<file path="src/rtl/apb_gpio_v2_pkg.sv">
// Shared definitions for the APB GPIO controller: register indices, interrupt types, read-back helper.
// Latency: none (constants and pure functions only).
// Backpressure: not applicable.
package apb_gpio_v2_pkg;

    // Register word indices, decoded from PADDR[5:2]
    localparam logic [3:0] REG_DIR        = 4'h0;
    localparam logic [3:0] REG_IN         = 4'h1;
    localparam logic [3:0] REG_OUT        = 4'h2;
    localparam logic [3:0] REG_OUTSET     = 4'h3;
    localparam logic [3:0] REG_OUTCLR     = 4'h4;
    localparam logic [3:0] REG_INTEN      = 4'h5;
    localparam logic [3:0] REG_INTTYPE0   = 4'h6;
    localparam logic [3:0] REG_INTTYPE1   = 4'h7;
    localparam logic [3:0] REG_INTSTATUS  = 4'h8;
    localparam logic [3:0] REG_DBEN       = 4'h9;
    localparam logic [3:0] REG_DBTHRESH   = 4'hA;
    localparam logic [3:0] REG_POWEREVENT = 4'hB;

    // First index of the unmapped window (0x30-0x3C)
    localparam logic [3:0] REG_FIRST_UNMAPPED = 4'hC;

    // Interrupt condition, encoded as {INTTYPE1[i], INTTYPE0[i]}
    typedef enum logic [1:0] {
        LEVEL_HI = 2'b00,
        LEVEL_LO = 2'b01,
        RISE     = 2'b10,
        FALL     = 2'b11
    } inttype_e;

    // Clears every bit at or above the pin count so unused pins always read back as 0
    function automatic logic [31:0] zext_pins(input logic [31:0] v, input int unsigned n);
        logic [31:0] mask;
        mask = (n >= 32) ? 32'hFFFF_FFFF : ((32'd1 << n) - 32'd1);
        return v & mask;
    endfunction

endpackage

</file>
<file path="src/rtl/gpio_debounce.sv">
// One-pin glitch filter: output follows the synchronised input once it has differed for thresh+1 cycles.
// Latency: 1 cycle when disabled, thresh_i+1 cycles of stable difference when enabled.
// Backpressure: none; free-running every cycle.
module gpio_debounce
    import apb_gpio_v2_pkg::*;
#(
    parameter int unsigned CNT_W = 8
) (
    input  logic             HCLK,
    input  logic             HRESETn,
    input  logic             sync_i,
    input  logic             en_i,
    input  logic [CNT_W-1:0] thresh_i,
    output logic             filt_o
);

    logic             filt_q, filt_d;
    logic [CNT_W-1:0] cnt_q, cnt_d;

    // Next filtered value and run-length counter; a single matching sample restarts the count
    always_comb begin
        filt_d = filt_q;
        cnt_d  = cnt_q;
        if (!en_i) begin
            filt_d = sync_i;
            cnt_d  = '0;
        end else if (sync_i == filt_q) begin
            cnt_d = '0;
        end else if (cnt_q == thresh_i) begin
            // Equality compare on purpose: a count already past a freshly lowered threshold wraps around
            filt_d = sync_i;
            cnt_d  = '0;
        end else begin
            cnt_d = cnt_q + 1'b1;
        end
    end

    // Filter state flops
    always_ff @(posedge HCLK or negedge HRESETn) begin
        if (!HRESETn) begin
            filt_q <= 1'b0;
            cnt_q  <= '0;
        end else begin
            filt_q <= filt_d;
            cnt_q  <= cnt_d;
        end
    end

    assign filt_o = filt_q;

endmodule

</file>
<file path="src/rtl/apb_gpio_v2.sv">
// APB GPIO controller: direction/output registers, filtered inputs, sticky interrupts, wake request.
// Latency: zero-wait-state APB; input pin to IN is 3 clocks (DBEN=0), to INTSTATUS 4, to interrupt 5.
// Backpressure: none; PREADY is tied high and every access completes in its access phase.
module apb_gpio_v2
    import apb_gpio_v2_pkg::*;
#(
    parameter int unsigned APB_ADDR_WIDTH = 12,
    parameter int unsigned NUM_GPIO       = 32,
    parameter int unsigned DB_CNT_W       = 8
) (
    input  logic                      HCLK,
    input  logic                      HRESETn,
    input  logic [APB_ADDR_WIDTH-1:0] PADDR,
    input  logic [31:0]               PWDATA,
    input  logic                      PWRITE,
    input  logic                      PSEL,
    input  logic                      PENABLE,
    output logic [31:0]               PRDATA,
    output logic                      PREADY,
    output logic                      PSLVERR,
    input  logic [NUM_GPIO-1:0]       gpio_in,
    output logic [NUM_GPIO-1:0]       gpio_in_sync,
    output logic [NUM_GPIO-1:0]       gpio_out,
    output logic [NUM_GPIO-1:0]       gpio_dir,
    output logic                      power_event,
    output logic                      interrupt
);

    // ------------------------------------------------------------------
    // Register and pipeline state
    // ------------------------------------------------------------------
    logic [NUM_GPIO-1:0] dir_q,      dir_d;
    logic [NUM_GPIO-1:0] out_q,      out_d;
    logic [NUM_GPIO-1:0] inten_q,    inten_d;
    logic [NUM_GPIO-1:0] type0_q,    type0_d;
    logic [NUM_GPIO-1:0] type1_q,    type1_d;
    logic [NUM_GPIO-1:0] status_q,   status_d;
    logic [NUM_GPIO-1:0] dben_q,     dben_d;
    logic [DB_CNT_W-1:0] thresh_q,   thresh_d;
    logic [NUM_GPIO-1:0] pwr_mask_q, pwr_mask_d;

    logic [NUM_GPIO-1:0] sync0_q,    sync0_d;
    logic [NUM_GPIO-1:0] sync1_q,    sync1_d;
    logic [NUM_GPIO-1:0] filt_dly_q, filt_dly_d;
    logic                irq_q,      irq_d;
    logic                pwr_q,      pwr_d;

    logic [NUM_GPIO-1:0] filt;
    logic [NUM_GPIO-1:0] int_cond;
    logic [NUM_GPIO-1:0] wdata_pins;
    logic [NUM_GPIO-1:0] w1c_mask;
    logic [3:0]          reg_idx;
    logic                acc_en;
    logic                wr_en;
    logic [31:0]         rdata;
    logic                unused_bits;

    // ------------------------------------------------------------------
    // APB decode
    // ------------------------------------------------------------------
    assign reg_idx    = PADDR[5:2];
    assign acc_en     = PSEL & PENABLE;
    assign wr_en      = acc_en & PWRITE;
    assign wdata_pins = PWDATA[NUM_GPIO-1:0];
    assign w1c_mask   = (wr_en && reg_idx == REG_INTSTATUS) ? wdata_pins : '0;

    assign PREADY  = 1'b1;
    assign PSLVERR = acc_en & (reg_idx >= REG_FIRST_UNMAPPED);

    // Upper address bits and write-data bits above the pin count are intentionally ignored
    assign unused_bits = ^{PADDR, PWDATA};

    // ------------------------------------------------------------------
    // Per-pin glitch filters
    // ------------------------------------------------------------------
    for (genvar i = 0; i < NUM_GPIO; i++) begin : g_db
        gpio_debounce #(
            .CNT_W (DB_CNT_W)
        ) u_db (
            .HCLK     (HCLK),
            .HRESETn  (HRESETn),
            .sync_i   (sync1_q[i]),
            .en_i     (dben_q[i]),
            .thresh_i (thresh_q),
            .filt_o   (filt[i])
        );
    end

    // Per-pin interrupt condition selected by the two type bits
    always_comb begin
        int_cond = '0;
        for (int i = 0; i < NUM_GPIO; i++) begin
            case (inttype_e'({type1_q[i], type0_q[i]}))
                LEVEL_HI: int_cond[i] = filt[i];
                LEVEL_LO: int_cond[i] = ~filt[i];
                RISE:     int_cond[i] = filt[i] & ~filt_dly_q[i];
                FALL:     int_cond[i] = ~filt[i] & filt_dly_q[i];
                default:  int_cond[i] = 1'b0;
            endcase
        end
    end

    // Register writes, status update and input pipeline next-state
    always_comb begin
        dir_d      = dir_q;
        out_d      = out_q;
        inten_d    = inten_q;
        type0_d    = type0_q;
        type1_d    = type1_q;
        dben_d     = dben_q;
        thresh_d   = thresh_q;
        pwr_mask_d = pwr_mask_q;

        if (wr_en) begin
            case (reg_idx)
                REG_DIR:        dir_d      = wdata_pins;
                REG_OUT:        out_d      = wdata_pins;
                REG_OUTSET:     out_d      = out_q | wdata_pins;
                REG_OUTCLR:     out_d      = out_q & ~wdata_pins;
                REG_INTEN:      inten_d    = wdata_pins;
                REG_INTTYPE0:   type0_d    = wdata_pins;
                REG_INTTYPE1:   type1_d    = wdata_pins;
                REG_DBEN:       dben_d     = wdata_pins;
                REG_DBTHRESH:   thresh_d   = PWDATA[DB_CNT_W-1:0];
                REG_POWEREVENT: pwr_mask_d = wdata_pins;
                default:        ;
            endcase
        end

        // A condition seen this cycle wins over a simultaneous write-1-to-clear
        status_d   = (status_q & ~w1c_mask) | int_cond;

        sync0_d    = gpio_in;
        sync1_d    = sync0_q;
        filt_dly_d = filt;
        irq_d      = |(status_q & inten_q);
        pwr_d      = |(filt & pwr_mask_q);
    end

    // All state flops; reset clears everything, including any access in flight
    always_ff @(posedge HCLK or negedge HRESETn) begin
        if (!HRESETn) begin
            dir_q      <= '0;
            out_q      <= '0;
            inten_q    <= '0;
            type0_q    <= '0;
            type1_q    <= '0;
            status_q   <= '0;
            dben_q     <= '0;
            thresh_q   <= '0;
            pwr_mask_q <= '0;
            sync0_q    <= '0;
            sync1_q    <= '0;
            filt_dly_q <= '0;
            irq_q      <= 1'b0;
            pwr_q      <= 1'b0;
        end else begin
            dir_q      <= dir_d;
            out_q      <= out_d;
            inten_q    <= inten_d;
            type0_q    <= type0_d;
            type1_q    <= type1_d;
            status_q   <= status_d;
            dben_q     <= dben_d;
            thresh_q   <= thresh_d;
            pwr_mask_q <= pwr_mask_d;
            sync0_q    <= sync0_d;
            sync1_q    <= sync1_d;
            filt_dly_q <= filt_dly_d;
            irq_q      <= irq_d;
            pwr_q      <= pwr_d;
        end
    end

    // Read mux; write-only and unmapped locations read as 0
    always_comb begin
        rdata = '0;
        case (reg_idx)
            REG_DIR:        rdata = zext_pins(32'(dir_q), NUM_GPIO);
            REG_IN:         rdata = zext_pins(32'(filt), NUM_GPIO);
            REG_OUT:        rdata = zext_pins(32'(out_q), NUM_GPIO);
            REG_INTEN:      rdata = zext_pins(32'(inten_q), NUM_GPIO);
            REG_INTTYPE0:   rdata = zext_pins(32'(type0_q), NUM_GPIO);
            REG_INTTYPE1:   rdata = zext_pins(32'(type1_q), NUM_GPIO);
            REG_INTSTATUS:  rdata = zext_pins(32'(status_q), NUM_GPIO);
            REG_DBEN:       rdata = zext_pins(32'(dben_q), NUM_GPIO);
            REG_DBTHRESH:   rdata = 32'(thresh_q);
            REG_POWEREVENT: rdata = zext_pins(32'(pwr_mask_q), NUM_GPIO);
            default:        rdata = '0;
        endcase
    end

    assign PRDATA       = (PSEL && !PWRITE) ? rdata : 32'h0;
    assign gpio_in_sync = filt;
    assign gpio_out     = out_q;
    assign gpio_dir     = dir_q;
    assign interrupt    = irq_q;
    assign power_event  = pwr_q;

endmodule

</file>
<file path="config.mk">
export PLATFORM = sky130hd
export DESIGN_NAME = apb_gpio_v2
export DESIGN_NICKNAME = d
export VERILOG_FILES = /design/src/rtl/apb_gpio_v2_pkg.sv /design/src/rtl/gpio_debounce.sv /design/src/rtl/apb_gpio_v2.sv
export SDC_FILE = /design/constraint.sdc
export NUM_CORES = 1
export LEC_CHECK = 0
export ABC_AREA = 1
export CAP_MARGIN = 25
export CORE_MARGIN = 2
export CORE_UTILIZATION = 52
export CTS_CLUSTER_DIAMETER = 150
export DETAILED_ROUTE_END_ITERATION = 7
export PLACE_DENSITY = 0.71
export SLEW_MARGIN = 20
export SYNTH_ARGS = -nofsm -noshare
export SYNTH_HDL_FRONTEND = slang
export SYNTH_HIERARCHICAL = 1
export SYNTH_SLANG_ARGS = --single-unit
</file>
<file path="constraint.sdc">
create_clock -name HCLK -period 6.25 [get_ports HCLK]
set_clock_uncertainty 0.15 [all_clocks]
set_input_delay 0.625 -clock HCLK [delete_from_list [all_inputs] [get_ports HCLK]]
set_output_delay 0.625 -clock HCLK [all_outputs]
set_load 0.02 [all_outputs]
</file>
-- Yosys cells after proc, flatten, opt, wreduce, memory -nomap -nowiden
Cells that the tools add are included.
W data, S select, Z words.
- ROM bits: 0
- bits of input ports: 81
- logic and storage cells: 792
- output and inout port bits: 132
- register bits after elaboration: 650
- bits in latches: 0
- memories: 0
- bits in writable memories: 0
- equality and inequality tests: 235
- $add $sub $neg: 32
- magnitude comparators: 1
- bitwise logic cells: 139
- multiply operators: 0
- mux-type cells: 228
- shift-type cells: 0
- div/mod/pow operators: 0
- reduce and logical (&&, ||, !) cells: 79
- operators with widths (kind ; number):
    $mux W8 ; 96
    $pmux W32 S10 ; 1
    $add A8 B1 Y8 const B ; 32
    $eq A8 B8 Y1 ; 32
    $and A32 B32 Y32 ; 4
    $eq A2 B2 Y1 const B ; 64
    $pmux W1 S4 ; 32
    $mux W1 ; 96
    $pmux W32 S3 ; 1
    $reduce_and A2 Y1 ; 40
    $and A1 B1 Y1 ; 67
    $eq A2 B1 Y1 const B ; 32
    $logic_not A2 Y1 ; 32
    $mux W32 ; 2
    $ne A2 B1 Y1 const B ; 32
    $ne A2 B2 Y1 const B ; 32
    $not A1 Y1 ; 64
    $not A32 Y32 ; 2
    $or A32 B32 Y32 ; 2
    $reduce_or A32 Y1 ; 2
    $eq A1 B1 Y1 ; 32
    $eq A4 B3 Y1 const B ; 4
    $eq A4 B4 Y1 const B ; 4
    $eq A4 B2 Y1 const B ; 2
    other kinds (6) ; 7

-- Depth between registers and ports, before layout
- depth in word-level cells: 7
- gate-level depth with buffers: 10
- depth with buffers taken out: 9

-- Hierarchy
Netlist, hierarchy kept.
- by module, submodules not included (module ; times used ; cells each ; area each (um^2) ; sequential area each (um^2)):
    gpio_debounce ; 32 ; 74 ; 559.3 ; 225.2
    apb_gpio_v2 ; 1 ; 1987 ; 16143.0 ; 9058.7

-- Worst setup path before layout
Ideal clock, no wire load.
- kind: reg-to-output
- from: register thresh_q[7]
- to: output port PRDATA[7]
- stages on the path, launching flop included: 7
- setup slack: 3.717 ns
- data arrival time: 1.758 ns
- data required time: 5.475 ns
- path buffers: 0
- path through: dfrtp_1 -> nand3_1 -> nand2_1 -> nor2_1 -> nand3_1 -> nand2_1 -> inv_1
- longest elaborated chain between the ends: 2
- RTL lines (element ; line ; RTL):
    from (decl) ; apb_gpio_v2.sv:39 ; logic [DB_CNT_W-1:0] thresh_q, thresh_d;
    from (signal assigned) ; apb_gpio_v2.sv:165 ; thresh_q <= thresh_d;
    $pmux W32 S10 ; apb_gpio_v2.sv:178 ; case (reg_idx)
    $mux W32 ; apb_gpio_v2.sv:193 ; assign PRDATA = (PSEL && !PWRITE) ? rdata : 32'h0;
    to (decl) ; apb_gpio_v2.sv:18 ; output logic [31:0] PRDATA,
Every way passes these cells.

-- Final worst setup path
- from: input port PADDR[3]
- to: output port PRDATA[7]
- longest elaborated chain between the ends: 3
- elaborated cells on any way between the ends: 12
- those cells by class: 9 x eq/ne; 2 x mux; 1 x reduce/logical
- RTL lines (element ; line ; RTL):
    from (decl) ; apb_gpio_v2.sv:13 ; input logic [APB_ADDR_WIDTH-1:0] PADDR,
    $eq A4 B4 Y1, or another cell as far along ; apb_gpio_v2.sv:178 ;
    $pmux W32 S10 * ; apb_gpio_v2.sv:178 ;
    $mux W32 * ; apb_gpio_v2.sv:193 ;
Mark *: on every way between the ends. The rest lies on a longest branch, timed or not.

==> metrics.txt <==
status complete, no violations; critical path class input port to output port; largest net degree at the start of global routing 171; fin crit share between 70% and 80%; area occupied by multi-input gates 15300 sq um; via count 28300; Post-route DRC 0; final setup fails 0; Design Power between 10 and 15 mW; Rel. slew slack approximately a third; Crit. Startpoint PADDR[3]; fin worst setup slack 1650 ps; post-synthesis sequential area ratio 47.8%; Setup Slack @ Placement ~1700 ps; n_diodes 0; Setup Buffers After CTS 0; fillcell total ~5600; Area growth syn-to-layout 16.9%; CP top delay family buffers and inverters; total grt overflow 0; Worst-path clk slew 60 ps; synthesized area 34000 sq um; Syn Area/Cell 7.82 sq um; Core ar. ~65000 sq um; vias per inst 5.15; final hold violation count 0; fmax about 220 MHz; GR Util met2 43.7%; critical path's slowest cell nor2_4; DRC marker count from the first detailed-route iteration 2469; PortBufs 203; Worst path most repeated cell nand2_1; met1 Use GR roughly 39%; Synthesized Nets 4468; I/O pin cnt 213; worst skew pair latency 620 ps; CP arrival 3820 ps; final wirelength 92700 microns; VDD IR max 0.204 mV; Data required, critical path 5470 ps; Netlist cell types 29; row count 93; initial core utilization 52.7%; min Tclk post-route 4600 ps; GRT met3 Usage ~5.9%; HP Class flop to flop; number of max-cap violations 0; Die Y-Extent 260 microns; TritonCTS clock tree built; DRT Pass-1 Iters 6; Startpoint Class input port; hpwl dp between 50000 and 60000 microns; H-tree Lvls 3; die area 67500 sq um; clock buffer depth 3; Final GP Congestion 0.863; routed len/inst about 17 microns; Bufs and invs on worst path 5; CP peak stage delay 810 ps; synthesized flop and latch total 650; global routing's busiest layer met2; Tightest Pin Transition between 900 and 1000 ps; total CTS buffers between 70 and 80; number of global-route vias before repair 26500; CP max FO 19; Final nets 4691; setup_tns 0 ps; DIE WIDTH 260 microns; gr usage total between 20% and 30%; root buf cell clkbuf_16; initial antenna violation count 1; RSZ-0062 raised after global routing false; first-pass GRT wire length between 100000 and 150000 microns; crit-path cells clkdlybuf4s50_1 -> nand2_1 -> nor2_4 -> buf_4 -> nand2_1 -> o21ai_0 -> inv_1 -> nand3_1 -> nand2_1 -> inv_1 -> clkdlybuf4s50_1; clock sink count 650; ANT nets after route 0; critical path capture point type output port; r2r startpoint thresh_q[5]$_DFFE_PN0P_; Post-Syn Instances 4355; P_leak 18.5 nW; Ys Warns 6; HP Start sync0_q[26]$_DFF_PN0_; share of cells above drive strength 1 7.23%; area occupied by registers 16300 sq um; PwrDens between 200 and 300 nW/um^2; Slew Limit Fails 0
-- path summary, 6_finish.rpt --
check | to | slack (ps) | cells past startpoint
max reg2reg | g_db[21].u_db/cnt_q[1]$_DFF_PN0_ | 4040 | 8
max | PRDATA[7] | 1650 | 11
max in group asynchronous | thresh_q[6]$_DFFE_PN0P_ | 4120 | 3
min | sync1_q[26]$_DFF_PN0_ | 190 | 0
min reg2reg | sync1_q[26]$_DFF_PN0_ | 190 | 0
min in group asynchronous | g_db[9].u_db/cnt_q[2]$_DFF_PN0_ | 430 | 2
-- sequential cells by signal, indices dropped and copies added (netlist names) --
| register | flops |
|---|---|
| sync1_q | 32 |
| interrupt | 1 |
| sync0_q | 32 |
| type0_q | 32 |
| gpio_out | 32 |
| filt_dly_q | 32 |
| thresh_q | 8 |
| status_q | 32 |
| gpio_dir | 32 |
| g_db.u_db/cnt_q | 256 |
| inten_q | 32 |
| g_db.u_db/filt_o | 32 |
| type1_q | 32 |
| dben_q | 32 |
| power_event | 1 |
| pwr_mask_q | 32 |
-- power by group --
| group | switching, mW | internal, mW |
|---|---|---|
| Clock | 1.73 | 2.84 |
| Sequential | 0.537 | 4.54 |
| Combinational | 1.16 | 0.742 |
| Total | 3.42 | 8.12 |
-- cell usage in the layout, fill, tap and decap left out, types with 11 or more instances in the layout --
cell,Yosys,layout
xor2_1,192,192
clkbuf_1,47,20
bufinv_16,0,11
nand3_1,254,254
nand2_2,35,38
clkbuf_16,0,77
nor2_2,70,68
inv_1,575,574
ha_1,32,32
a211o_1,32,32
dfrtp_1,650,642
xnor2_1,128,128
nand2_1,1454,1451
nand3_4,32,32
o211ai_1,32,32
o21ai_1,17,17
clkbuf_8,0,11
nand3_2,32,32
nor2_1,456,450
buf_4,3,21
nand4_1,18,18
clkdlybuf4s50_1,0,202
o21ai_0,249,249
-- cells in the mapped netlist, drive strengths merged --
master / n / area [sq um]
buf: 41 / 229
xor2: 192 / 1680
nand3: 318 / 2150
dfrtp: 650 / 16300
and3: 1 / 6.26
nor2: 528 / 2170
nor3: 1 / 5.00
a211o: 32 / 280
xnor2: 128 / 1120
nand2: 1490 / 5690
inv: 577 / 2170
o21ai: 267 / 1340
o211ai: 32 / 240
clkbuf: 47 / 176
nand4: 18 / 113
conb: 1 / 3.75
ha: 32 / 400
-- metrics by stage --
step	instance area, sq um	util [%]	instances	hold WS, ps
finish	39800	61.6	5488	193
global route	39800	61.6	5488	204
CTS	39800	61.6	5487	197
detailed placement	37200	57.6	5355	185
global placement	37100	57.4	5349	184
floorplan	34000	-	4355	179
-- layout make-up --
class / instances / area share, %
flip-flops and latches: 650 / 41.0
multi-input cells: 3040 / 38.4
repair buffers: 235 / 6.11
inverters: 577 / 5.44
clock buffers: 108 / 5.41
well taps: 855 / 2.69
clock inverters: 23 / 1.00
-- routing by layer --
metal  wire [microns]  vias to the layer above
met3             7960                      165
met5                0                        -
met4             2460                        0
met2            41600                     1003
met1            40700                    13300
li1                 -                    13800
-- logic make-up (layout without fill, tap and decap cells) --
family	Yosys count	in the layout	share of synthesized area, %
flip-flops	650	650	47.8
buffers and inverters	665	943	7.55
adder cells (fa/ha/maj)	32	32	1.18
other	1	1	0.0110
XOR/XNOR	320	320	8.23
AND/OR/NAND/NOR	2356	2356	29.8
AO/OA/AOI/OAI	331	331	5.47
-- repair_timing --
item	CTS	global route
resized for setup	0	0
hold buffers	1	0
hold endpoints to repair	71	0
No activity file was read; power rests on OpenSTA's default activity.
